--- config.mk ---
export PLATFORM = sky130hd
export DESIGN_NAME = multicycle_control_flat
export DESIGN_NICKNAME = d
export VERILOG_FILES = /design/src/rtl/multicycle_control_if.sv /design/src/rtl/multicycle_control.sv /design/src/flat_wrapper.sv
export SDC_FILE = /design/constraint.sdc
export NUM_CORES = 1
export LEC_CHECK = 0
export ABC_AREA = 1
export CORE_AREA = 2 2 78 80
export CTS_BUF_LIST = sky130_fd_sc_hd__clkbuf_4
export CTS_CLUSTER_SIZE = 10
export DETAILED_ROUTE_END_ITERATION = 12
export DIE_AREA = 0 0 80 82
export PLACE_DENSITY = 0.78
export RECOVER_POWER = 25
export SETUP_SLACK_MARGIN = 0.05
export SYNTH_ARGS = -nofsm -noshare
export SYNTH_HDL_FRONTEND = slang
export SYNTH_SLANG_ARGS = --single-unit
--- constraint.sdc ---
create_clock -name clk -period 1.4 [get_ports clk]
set_clock_uncertainty 0.05 [all_clocks]
set_input_delay 0.28 -clock clk [delete_from_list [all_inputs] [get_ports clk]]
set_output_delay 0.28 -clock clk [all_outputs]
set_load 0.02 [all_outputs]
--- src/rtl/multicycle_control_if.sv ---
// Control/datapath bundle for the multicycle RISC-V core.
// The control FSM uses the master modport; the datapath (or a bench) uses slave.
interface multicycle_control_if #(
    parameter int CNT_W = 32
);
    logic [31:0]      Instruction;
    logic             Zero;
    logic             MemReady;
    logic             IorD;
    logic             MemRead;
    logic             MemWrite;
    logic             IRWrite;
    logic             PCWrite;
    logic             PCSrc;
    logic [1:0]       ALUSrcA;
    logic [1:0]       ALUSrcB;
    logic [1:0]       ALUOp;
    logic             RegWrite;
    logic             MemtoReg;
    logic             Illegal;
    logic [3:0]       State;
    logic [CNT_W-1:0] InstRetired;

    modport master (
        input  Instruction, Zero, MemReady,
        output IorD, MemRead, MemWrite, IRWrite, PCWrite, PCSrc,
               ALUSrcA, ALUSrcB, ALUOp, RegWrite, MemtoReg,
               Illegal, State, InstRetired
    );

    modport slave (
        output Instruction, Zero, MemReady,
        input  IorD, MemRead, MemWrite, IRWrite, PCWrite, PCSrc,
               ALUSrcA, ALUSrcB, ALUOp, RegWrite, MemtoReg,
               Illegal, State, InstRetired
    );
endinterface

--- src/rtl/multicycle_control.sv ---
// Multicycle control FSM: sequences fetch/decode/execute/memory/writeback,
// stalls on MemReady, traps on unsupported opcodes and counts retired instructions.
module multicycle_control #(
    parameter int CNT_W = 32
) (
    input  logic                  clk,
    input  logic                  reset,
    multicycle_control_if.master  bus
);
    typedef enum logic [3:0] {
        FETCH    = 4'd0,
        DECODE   = 4'd1,
        MEM_ADDR = 4'd2,
        MEM_RD   = 4'd3,
        MEM_WB   = 4'd4,
        MEM_WR   = 4'd5,
        EXEC_R   = 4'd6,
        EXEC_I   = 4'd7,
        ALU_WB   = 4'd8,
        EXEC_B   = 4'd9,
        TRAP     = 4'd15
    } state_t;

    localparam logic [6:0] OP_R = 7'b0110011;
    localparam logic [6:0] OP_I = 7'b0010011;
    localparam logic [6:0] OP_L = 7'b0000011;
    localparam logic [6:0] OP_S = 7'b0100011;
    localparam logic [6:0] OP_B = 7'b1100011;

    state_t           state_r;
    state_t           next_s;
    logic [CNT_W-1:0] count_r;
    logic             retire_s;
    logic [6:0]       opcode_s;
    logic             unused_instr_s;

    logic       iord_s, memread_s, memwrite_s, irwrite_s, pcwrite_s, pcsrc_s;
    logic [1:0] alusrca_s, alusrcb_s, aluop_s;
    logic       regwrite_s, memtoreg_s, illegal_s;

    assign opcode_s       = bus.Instruction[6:0];
    assign unused_instr_s = ^bus.Instruction[31:7];

    // Next-state decode; only DECODE and MEM_ADDR look at the opcode.
    always_comb begin
        next_s = TRAP;
        case (state_r)
            FETCH: begin
                if (bus.MemReady) next_s = DECODE;
                else              next_s = FETCH;
            end
            DECODE: begin
                case (opcode_s)
                    OP_L:    next_s = MEM_ADDR;
                    OP_S:    next_s = MEM_ADDR;
                    OP_R:    next_s = EXEC_R;
                    OP_I:    next_s = EXEC_I;
                    OP_B:    next_s = EXEC_B;
                    default: next_s = TRAP;
                endcase
            end
            MEM_ADDR: begin
                if (opcode_s == OP_L) next_s = MEM_RD;
                else                  next_s = MEM_WR;
            end
            MEM_RD: begin
                if (bus.MemReady) next_s = MEM_WB;
                else              next_s = MEM_RD;
            end
            MEM_WB: next_s = FETCH;
            MEM_WR: begin
                if (bus.MemReady) next_s = FETCH;
                else              next_s = MEM_WR;
            end
            EXEC_R:  next_s = ALU_WB;
            EXEC_I:  next_s = ALU_WB;
            ALU_WB:  next_s = FETCH;
            EXEC_B:  next_s = FETCH;
            TRAP:    next_s = TRAP;
            default: next_s = TRAP;
        endcase
    end

    // Retire on the edge that completes an instruction; a store completes with MemReady.
    always_comb begin
        retire_s = 1'b0;
        case (state_r)
            MEM_WB:  retire_s = 1'b1;
            ALU_WB:  retire_s = 1'b1;
            EXEC_B:  retire_s = 1'b1;
            MEM_WR:  retire_s = bus.MemReady;
            default: retire_s = 1'b0;
        endcase
    end

    // Datapath selects and strobes decoded from the current state.
    always_comb begin
        iord_s     = 1'b0;
        memread_s  = 1'b0;
        memwrite_s = 1'b0;
        irwrite_s  = 1'b0;
        pcwrite_s  = 1'b0;
        pcsrc_s    = 1'b0;
        alusrca_s  = 2'b00;
        alusrcb_s  = 2'b00;
        aluop_s    = 2'b00;
        regwrite_s = 1'b0;
        memtoreg_s = 1'b0;
        illegal_s  = 1'b0;
        case (state_r)
            FETCH: begin
                memread_s = 1'b1;
                alusrcb_s = 2'b01;
                // Gate with reset so a held-high MemReady cannot load IR/PC during reset.
                irwrite_s = bus.MemReady & ~reset;
                pcwrite_s = bus.MemReady & ~reset;
            end
            DECODE: begin
                alusrca_s = 2'b01;
                alusrcb_s = 2'b10;
            end
            MEM_ADDR: begin
                alusrca_s = 2'b10;
                alusrcb_s = 2'b10;
            end
            MEM_RD: begin
                memread_s = 1'b1;
                iord_s    = 1'b1;
            end
            MEM_WB: begin
                regwrite_s = 1'b1;
                memtoreg_s = 1'b1;
            end
            MEM_WR: begin
                memwrite_s = 1'b1;
                iord_s     = 1'b1;
            end
            EXEC_R: begin
                alusrca_s = 2'b10;
                aluop_s   = 2'b10;
            end
            EXEC_I: begin
                alusrca_s = 2'b10;
                alusrcb_s = 2'b10;
                aluop_s   = 2'b10;
            end
            ALU_WB: regwrite_s = 1'b1;
            EXEC_B: begin
                alusrca_s = 2'b10;
                aluop_s   = 2'b01;
                pcsrc_s   = 1'b1;
                pcwrite_s = bus.Zero;
            end
            TRAP:    illegal_s = 1'b1;
            default: illegal_s = 1'b1;
        endcase
    end

    // State register and wrapping retire counter.
    always_ff @(posedge clk or posedge reset) begin
        if (reset) begin
            state_r <= FETCH;
            count_r <= '0;
        end else begin
            state_r <= next_s;
            if (retire_s) count_r <= count_r + {{(CNT_W-1){1'b0}}, 1'b1};
        end
    end

    assign bus.IorD        = iord_s;
    assign bus.MemRead     = memread_s;
    assign bus.MemWrite    = memwrite_s;
    assign bus.IRWrite     = irwrite_s;
    assign bus.PCWrite     = pcwrite_s;
    assign bus.PCSrc       = pcsrc_s;
    assign bus.ALUSrcA     = alusrca_s;
    assign bus.ALUSrcB     = alusrcb_s;
    assign bus.ALUOp       = aluop_s;
    assign bus.RegWrite    = regwrite_s;
    assign bus.MemtoReg    = memtoreg_s;
    assign bus.Illegal     = illegal_s;
    assign bus.State       = state_r;
    assign bus.InstRetired = count_r;
endmodule

--- src/flat_wrapper.sv ---
// flat-port wrapper written by rule: the top's interface ports become plain ports
module multicycle_control_flat 
#(
    parameter int CNT_W = 32
)
  (clk, reset, bus_Instruction, bus_Zero, bus_MemReady, bus_IorD, bus_MemRead, bus_MemWrite, bus_IRWrite, bus_PCWrite, bus_PCSrc, bus_ALUSrcA, bus_ALUSrcB, bus_ALUOp, bus_RegWrite, bus_MemtoReg, bus_Illegal, bus_State, bus_InstRetired);
  multicycle_control_if #(.CNT_W(CNT_W)) bus_i ();
  input  logic clk;
  input  logic reset;
  input wire logic [$bits(bus_i.Instruction)-1:0] bus_Instruction;
  input wire logic [$bits(bus_i.Zero)-1:0] bus_Zero;
  input wire logic [$bits(bus_i.MemReady)-1:0] bus_MemReady;
  output wire logic [$bits(bus_i.IorD)-1:0] bus_IorD;
  output wire logic [$bits(bus_i.MemRead)-1:0] bus_MemRead;
  output wire logic [$bits(bus_i.MemWrite)-1:0] bus_MemWrite;
  output wire logic [$bits(bus_i.IRWrite)-1:0] bus_IRWrite;
  output wire logic [$bits(bus_i.PCWrite)-1:0] bus_PCWrite;
  output wire logic [$bits(bus_i.PCSrc)-1:0] bus_PCSrc;
  output wire logic [$bits(bus_i.ALUSrcA)-1:0] bus_ALUSrcA;
  output wire logic [$bits(bus_i.ALUSrcB)-1:0] bus_ALUSrcB;
  output wire logic [$bits(bus_i.ALUOp)-1:0] bus_ALUOp;
  output wire logic [$bits(bus_i.RegWrite)-1:0] bus_RegWrite;
  output wire logic [$bits(bus_i.MemtoReg)-1:0] bus_MemtoReg;
  output wire logic [$bits(bus_i.Illegal)-1:0] bus_Illegal;
  output wire logic [$bits(bus_i.State)-1:0] bus_State;
  output wire logic [$bits(bus_i.InstRetired)-1:0] bus_InstRetired;
  assign bus_i.Instruction = bus_Instruction;
  assign bus_i.Zero = bus_Zero;
  assign bus_i.MemReady = bus_MemReady;
  assign bus_IorD = bus_i.IorD;
  assign bus_MemRead = bus_i.MemRead;
  assign bus_MemWrite = bus_i.MemWrite;
  assign bus_IRWrite = bus_i.IRWrite;
  assign bus_PCWrite = bus_i.PCWrite;
  assign bus_PCSrc = bus_i.PCSrc;
  assign bus_ALUSrcA = bus_i.ALUSrcA;
  assign bus_ALUSrcB = bus_i.ALUSrcB;
  assign bus_ALUOp = bus_i.ALUOp;
  assign bus_RegWrite = bus_i.RegWrite;
  assign bus_MemtoReg = bus_i.MemtoReg;
  assign bus_Illegal = bus_i.Illegal;
  assign bus_State = bus_i.State;
  assign bus_InstRetired = bus_i.InstRetired;
  multicycle_control #(.CNT_W(CNT_W)) u_core (.clk(clk), .reset(reset), .bus(bus_i));
endmodule
==> results of run 1 <==
## kinds of logic after synthesis
family	Yosys count	share of synthesized area
simple gates	237	0.435
compound gates	11	0.0261
xor+xnor	19	0.0709
flops	36	0.384
buf+inv	43	0.0788
fa+ha+maj	1	0.00533
## state kept, by name, indices dropped and copies added, names as in the netlist
register and count:
u_core.bus.State 4, u_core.bus.InstRetired 32
## area by class of cell
class,count,area share
flip-flops and latches,36,0.221
clock inverters,3,0.00335
well taps,75,0.0228
repair inverters,1,0.00213
repair buffers,143,0.291
clock buffers,5,0.00913
multi-input cells,268,0.409
inverters,39,0.0417
## timing repair
action / CTS / global route
gates cloned: 2 / 0
pin swaps: 21 / 24
setup buffers: 13 / 14
endpoints found under the setup margin: 85 / 64
resized for setup: 289 / 74
## path summary, 6_finish.rpt
path,start,endpoint,slack (ns),cells past startpoint
worst max-delay path,u_core.bus.State[3]$_DFF_PP0_,bus_ALUSrcA[1],-0.41,6
worst min-delay path,u_core.bus.InstRetired[3]$_DFFE_PP0P_,u_core.bus.InstRetired[3]$_DFFE_PP0P_,0.48,1
worst max register to register,u_core.bus.State[2]$_DFF_PP0_,u_core.bus.InstRetired[28]$_DFFE_PP0P_,-0.35,11
worst min register to register,u_core.bus.InstRetired[3]$_DFFE_PP0P_,u_core.bus.InstRetired[3]$_DFFE_PP0P_,0.48,1
max in group asynchronous,reset,u_core.bus.InstRetired[16]$_DFFE_PP0P_,0.23,4
min in group asynchronous,reset,u_core.bus.InstRetired[7]$_DFFE_PP0P_,0.69,4
## metal layers
metal | routed length [um] | vias to the layer above
met5 | 0 | -
li1 | - | 1358
met1 | 3180 | 1399
met3 | 487 | 32
met4 | 247 | 0
met2 | 4830 | 114
## critical path: stages, from the launching register on
cell and delay [ns]:
dfrtp_2 0.45, clkinv_4 0.10, nand2_8 0.07, nor3_4 0.20
inv_2 0.10, nand2_2 0.09, buf_6 0.11
## power breakdown
part	internal [W]	switching, W
Sequential	0.00104	0
Clock	0.000185	0.000380
Combinational	0.0000323	0.0000395
## synthesized netlist by cell type, drive strengths merged
cell	n
nand2	145
nor2	57
inv	38
dfrtp	36
nand3	25
xnor2	16
nand4	5
nor3	5
o21ai	5
buf	4
a21oi	3
xor2	3
a31oi	1
clkinv	1
ha	1
o211ai	1
o31ai	1
## stage by stage
stage | cells | instance area (um^2) | utilization | setup TNS, ns | hold slack, ns
2_1_floorplan | 347 | 2450 | - | -4.19 | 0.324
3_3_place_gp | 535 | 3570 | 0.621 | -14.41 | 0.454
3_5_place_dp | 535 | 3570 | 0.621 | -15.91 | 0.453
4_1_cts | 558 | 3800 | 0.662 | -12.08 | 0.477
5_1_grt | 570 | 4110 | 0.716 | -17.20 | 0.501
6_report | 570 | 4110 | 0.716 | -14.54 | 0.482
==> metrics.txt, run 1 <==
Syn Area/Cell 6.77 um^2; Avg Vias per Cell 5.09; FMAX 0.553 GHz; PwrDens 408 mW/mm^2; post-placement worst setup slack -0.581 ns; Final Max Tran Viols 0; GRT overflow 0; top cells by area, synth dfrtp_1 (38%), nand2_1 (22%), nor2_1 (8.2%), xnor2_1 (6.0%), inv_1 (5.8%); Synth Instances 347; Final Critical Period 1.81 ns; TritonCTS Sinks 36; via count 2903; core area 0.00575 mm^2; clock-pin slew on the worst setup and hold paths 0.12 ns; vias in the first global route 2686; Crit. End Element output port; RSZ-0062 raised after global routing yes; status finished, violations left; MaxCap Viol Count 0; DR WL/cell 15.3 um; detailed-router iteration count before antenna repair 6; final period utilization 1.29; # fillers 415; number of buffers created by CTS 5; Max FO, Critical Path 4; slew of the pin with the lowest slew margin 0.506 ns; CP required 1.07 ns; Slew headroom 0.663; Post-CTS Hold Buffers 0; syn nets 384; later-pin clock latency in the skew report 0.35 ns; initial antenna violation count 0; num rows 28; leakage 1.99 nW; hpwl dp 5.21 mm; largest net degree at the start of global routing 20; register bit count reported by yosys 36; most frequent cells in the layout nand2_1 (110), buf_4 (68), nor2_1 (36); Synth area leader dfrtp_1; area of the multi-input gates 0.00168 mm^2; gpl congestion 0.914; drt total wl 8.75 mm; die area 0.00656 mm^2; CTS tree built; Die H 82 um; quantity of I/O buffers inserted on ports 61; Ports 87; crit path launch type flip-flop; final hold vios 0; Global Route Usage Sum 0.237; number of nets with antenna violations after routing 0; grt peak-use layer met2; met1 Resource Use GR 0.283; final setup violation count 52; Die Wd 80 um; fin nets 531; antenna cells 0; Distinct cells, synth 26; initial core utilization 0.409; post-synthesis sequential area ratio 0.384; VDD IR max 0.000237 V; share of layout cells above drive strength 1 0.487; Global Route met3 Usage 0.0385; Synth-to-Final Area Change 75.1%; Power, Total 0.00168 W; Synth Cell Area 0.00235 mm^2; met2 Use GR 0.438; register area 908 um^2; violated checks negative setup slack; top cell type's share of synthesized area 0.384; clock root buffer master clkbuf_4; Setup CP Type reg -> out; worst hold-check path type reg -> reg; commonest non-fill, non-tap cell in the layout nand2_1; final worst slack -0.408 ns; drt initial violations 187; first-pass GRT wire length 12.2 mm; Max Buffers Root-to-Sink 2; number of synthesis warnings 0; htree depth 2; Worst Path Arrival 1.48 ns; Residual DRC 0
Power figures use the tool's default switching activity.
==> inputs of run 2 (changes only) <==
- PLACE_DENSITY: 0.78 -> 0.76
==> run 2 against run 1 <==
  * The flow still finishes with violations (negative setup slack)
  * Final cell count is 1.8% higher
  * Die area stayed put
  * Sequential share of layout area fell by 0.62 points
  * Highest routed layer unchanged
==> metrics.txt, run 2 (same netlist as run 1, synthesis figures left out) <==
register area 910 um^2; Die H 82 um; quantity of I/O buffers inserted on ports 61; Residual DRC 0; final period utilization 1.32; commonest non-fill, non-tap cell in the layout nand2_1; PwrDens 445 mW/mm^2; htree depth 2; R2R setup slack -0.43 ns; number of buffers created by CTS 5; number of nets with antenna violations after routing 0; Max Buffers Root-to-Sink 2; Crit. End Element output port; max reg flops 32; share of layout cells above drive strength 1 0.489; Global Route Usage Sum 0.246; first-pass GRT wire length 12.6 mm; clock-pin slew on the worst setup and hold paths 0.12 ns; antenna cells 0; final hold vios 0; hold_sp u_core.bus.InstRetired[6]$_DFFE_PP0P_; initial core utilization 0.409; drt initial violations 260; clock root buffer master clkbuf_4; via count 2984; num rows 28; Max FO, Critical Path 4; Global Route met3 Usage 0.0407; worst hold-check path type reg -> reg; Post-DP Area 0.00356 mm^2; final setup violation count 52; Ports 87; met1 Resource Use GR 0.290; Final Cell Area 0.00424 mm^2; hpwl dp 5.24 mm; Setup CP Type reg -> out; VDD IR max 0.000375 V; Finished Core Util 0.737; grt peak-use layer met2; Worst Hold Depth 1; die area 0.00656 mm^2; status finished, violations left; gpl congestion 0.848; DR WL/cell 15.4 um; R2R Path End u_core.bus.InstRetired[21]$_DFFE_PP0P_; largest net degree at the start of global routing 20; MaxCap Viol Count 0; FMAX 0.541 GHz; drt total wl 8.94 mm; crit path launch type flip-flop; CTS tree built; TritonCTS Sinks 36; detailed-router iteration count before antenna repair 6; met2 Use GR 0.444; CP required 1.07 ns; final worst slack -0.450 ns; WHS 0.482 ns; Worst Path Arrival 1.52 ns; Worst Reg-to-Reg Cells 13; initial antenna violation count 0; Avg Vias per Cell 5.14; slew of the pin with the lowest slew margin 0.505 ns; violated checks negative setup slack; core area 0.00575 mm^2; GRT overflow 0; Synth-to-Final Area Change 80.4%; Final Critical Period 1.85 ns; most frequent cells in the layout nand2_1 (106), buf_4 (62), buf_6 (46); vias in the first global route 2894; Worst Hold End u_core.bus.InstRetired[6]$_DFFE_PP0P_; Die Wd 80 um; RSZ-0062 raised after global routing yes; RR Startpoint u_core.bus.State[3]$_DFF_PP0_; fin nets 541; Final Max Tran Viols 0; # fillers 410; leakage 2.11 nW; Slew headroom 0.663; later-pin clock latency in the skew report 0.35 ns; area of the multi-input gates 0.00167 mm^2
run 2: cell count changes in the layout (fill, tap and decap cells not counted), sizes merged:
cell           change
dlygate4sd2        +1
clkinv             -4
clkbuf             +1
bufinv             +1
inv                +1
clkdlybuf4s15      +1
buf                +9
run 2: power breakdown:
part	total, W	switching, W	internal, W
clock	0.000774	0.000380	0.000394
combinational	0.0000712	0.0000391	0.0000320
sequential	0.00104	0	0.00104
total	0.00188	0.000419	0.00147
run 2: final cells by class:
class                   instances  share of cell area
multi-input cells             268               0.394
repair buffers                154               0.312
flip-flops and latches         36               0.215
inverters                      39              0.0387
well taps                      75              0.0222
clock buffers                   6              0.0106
clock inverters                 2             0.00827
run 2: per-layer routing:
layer / vias up / wire (um)
li1: 1383 / -
met1: 1430 / 3330
met3: 37 / 521
met4: 0 / 335
met2: 134 / 4750
met5: - / 0
run 2: worst max path at each step:
stage	start	end	slack, ns	cells past startpoint
finish	u_core.bus.State[0]$_DFF_PP0_	bus_ALUSrcB[1]	-0.45	6
global route	u_core.bus.State[1]$_DFF_PP0_	bus_ALUSrcB[1]	-0.50	6
CTS	u_core.bus.State[3]$_DFF_PP0_	bus_RegWrite	-0.37	6
detailed placement	u_core.bus.State[2]$_DFF_PP0_	bus_ALUSrcB[1]	-0.57	6
global placement	bus_MemReady	bus_PCWrite	-0.54	4
floorplan	u_core.bus.State[1]$_DFF_PP0_	u_core.bus.InstRetired[7]$_DFFE_PP0P_	-0.14	8
run 2: repair_timing:
| action | 4_1_cts | 5_1_grt |
|---|---|---|
| endpoints found under the setup margin | 86 | 65 |
| hold buffers | 0 | 0 |
| setup buffers | 29 | 19 |
| cloned | 1 | 0 |
| pin swaps | 33 | 21 |
| gates resized for setup | 310 | 55 |
run 2: worst max-delay path, stage by stage (launching register included):
cell and delay, ns:
dfrtp_2 0.47, buf_6 0.16, nand2_8 0.08, nor2_4 0.06, a31oi_1 0.19, nand2_2 0.08, buf_6 0.14
run 2: through the flow:
step,std cells,power (W),worst slack [ns],setup TNS (ns)
2_1_floorplan,347,0.00108,-0.142,-4.19
3_3_place_gp,534,0.00114,-0.538,-15.47
3_5_place_dp,534,0.00114,-0.570,-16.95
4_1_cts,569,0.00189,-0.374,-13.82
5_1_grt,580,0.00192,-0.497,-19.28
6_report,580,0.00188,-0.450,-16.94
==> inputs of run 3 (changes only) <==
- GPL_TIMING_DRIVEN: not set -> 0
==> run 3 against run 2 <==
  * Cell area shrank 3.9%
  * The flow still finishes with violations (negative setup slack)
  * Worst setup slack lost 0.038 ns
  * Maximum frequency shrank 2.0%
  * Combinational power shrank 11%
==> metrics.txt, run 3 (same netlist as run 1, synthesis figures left out) <==
Synth-to-Final Area Change 73.3%; Max FO, Critical Path 5; GRT overflow 0; register area 918 um^2; PwrDens 406 mW/mm^2; DR WL/cell 14.8 um; WHS 0.473 ns; share of layout cells above drive strength 1 0.497; CTS tree built; gpl congestion 0.881; antenna cells 0; Post-CTS Hold Buffers 0; clock-pin slew on the worst setup and hold paths 0.12 ns; largest net degree at the start of global routing 37; post-placement worst setup slack -0.833 ns; slew of the pin with the lowest slew margin 0.798 ns; R2R Path End u_core.bus.InstRetired[7]$_DFFE_PP0P_; final hold vios 0; status finished, violations left; later-pin clock latency in the skew report 0.35 ns; Global Route Usage Sum 0.222; Worst Reg-to-Reg Cells 10; clock root buffer master clkbuf_4; max reg flops 32; FMAX 0.530 GHz; via count 2716; worst hold-check path type reg -> reg; initial antenna violation count 0; Worst Hold End u_core.bus.InstRetired[8]$_DFFE_PP0P_; RR Startpoint u_core.bus.State[3]$_DFF_PP0_; first-pass GRT wire length 11.4 mm; TritonCTS Sinks 36; Die Wd 80 um; Worst Hold Depth 1; commonest non-fill, non-tap cell in the layout nand2_1; num rows 28; fin nets 505; final setup violation count 52; number of buffers created by CTS 5; vias in the first global route 2550; Setup CP Type reg -> out; final worst slack -0.488 ns; Final Critical Period 1.89 ns; htree depth 2; Final Max Tran Viols 0; Finished Core Util 0.708; Residual DRC 0; Worst Path Arrival 1.56 ns; detailed-router iteration count before antenna repair 4; hold_sp u_core.bus.InstRetired[8]$_DFFE_PP0P_; drt total wl 8.02 mm; Ports 87; drt initial violations 142; area of the multi-input gates 0.00174 mm^2; initial core utilization 0.409; quantity of I/O buffers inserted on ports 61; most frequent cells in the layout nand2_1 (107), buf_6 (37), buf_4 (36); VDD IR max 0.000293 V; hpwl dp 4.63 mm; number of nets with antenna violations after routing 0; RSZ-0062 raised after global routing yes; final period utilization 1.35; R2R setup slack -0.38 ns; CP required 1.07 ns; Crit. End Element output port; leakage 1.97 nW; Slew headroom 0.467; violated checks negative setup slack; Die H 82 um; MaxCap Viol Count 0; crit path launch type flip-flop; Max Buffers Root-to-Sink 2; core area 0.00575 mm^2; Avg Vias per Cell 4.99; # fillers 403; die area 0.00656 mm^2
-- run 3: worst max-delay path by stage --
stage	endpoint	slack [ns]	depth (start not counted)	startpoint
after floorplan	u_core.bus.InstRetired[7]$_DFFE_PP0P_	-0.14	8	u_core.bus.State[1]$_DFF_PP0_
after global placement	u_core.bus.InstRetired[0]$_DFFE_PP0P_	-0.78	2	reset
after detailed placement	u_core.bus.InstRetired[0]$_DFFE_PP0P_	-0.83	2	reset
after CTS	bus_IorD	-0.44	6	u_core.bus.State[3]$_DFF_PP0_
after global routing	bus_PCWrite	-0.54	6	u_core.bus.State[0]$_DFF_PP0_
final	bus_PCWrite	-0.49	6	u_core.bus.State[0]$_DFF_PP0_
-- run 3: stage by stage --
stage / TNS, ns / power [W] / instances / instance area (um^2)
2_1_floorplan: -4.19 / 0.00108 / 347 / 2450
3_3_place_gp: -40.37 / 0.00112 / 483 / 3150
3_5_place_dp: -42.47 / 0.00112 / 483 / 3150
4_1_cts: -9.24 / 0.00165 / 533 / 3630
5_1_grt: -17.64 / 0.00172 / 544 / 4070
6_report: -15.06 / 0.00165 / 544 / 4070
-- run 3: power by group --
part | total [W] | switching [W] | internal (W)
sequential | 0.00104 | 0 | 0.00104
combinational | 0.0000633 | 0.0000364 | 0.0000269
clock | 0.000549 | 0.000365 | 0.000184
total | 0.00165 | 0.000401 | 0.00125
-- run 3: layout make-up --
type,count,share of cell area
multi-input combinational,268,0.429
timing repair buffer,115,0.258
sequential,36,0.226
inverter,39,0.0418
tap,75,0.0231
buffer,3,0.0101
clock buffer,5,0.00922
clock inverter,3,0.00338
-- run 3: what timing repair did --
item                                    CTS  global route
setup buffers                            40            13
pin swaps                                17            45
resized for setup                       283           103
endpoints found under the setup margin  121            63
cloned                                    2             1
-- run 3: layer usage --
layer  routed length, um  global-route usage  vias to the layer above
met4                 257              0.0780                        0
met1                3140               0.264                     1283
met5                   0                   0                        -
met2                4200               0.406                      100
li1                    -                   -                     1310
met3                 421              0.0330                       23
-- run 3: critical path, stage by stage (launching register included) --
cell and delay, ns:
dfrtp_2 0.49, inv_2 0.10, nand2_4 0.07, nor2_4 0.14, nand2_4 0.09, o21ai_4 0.17, buf_6 0.14
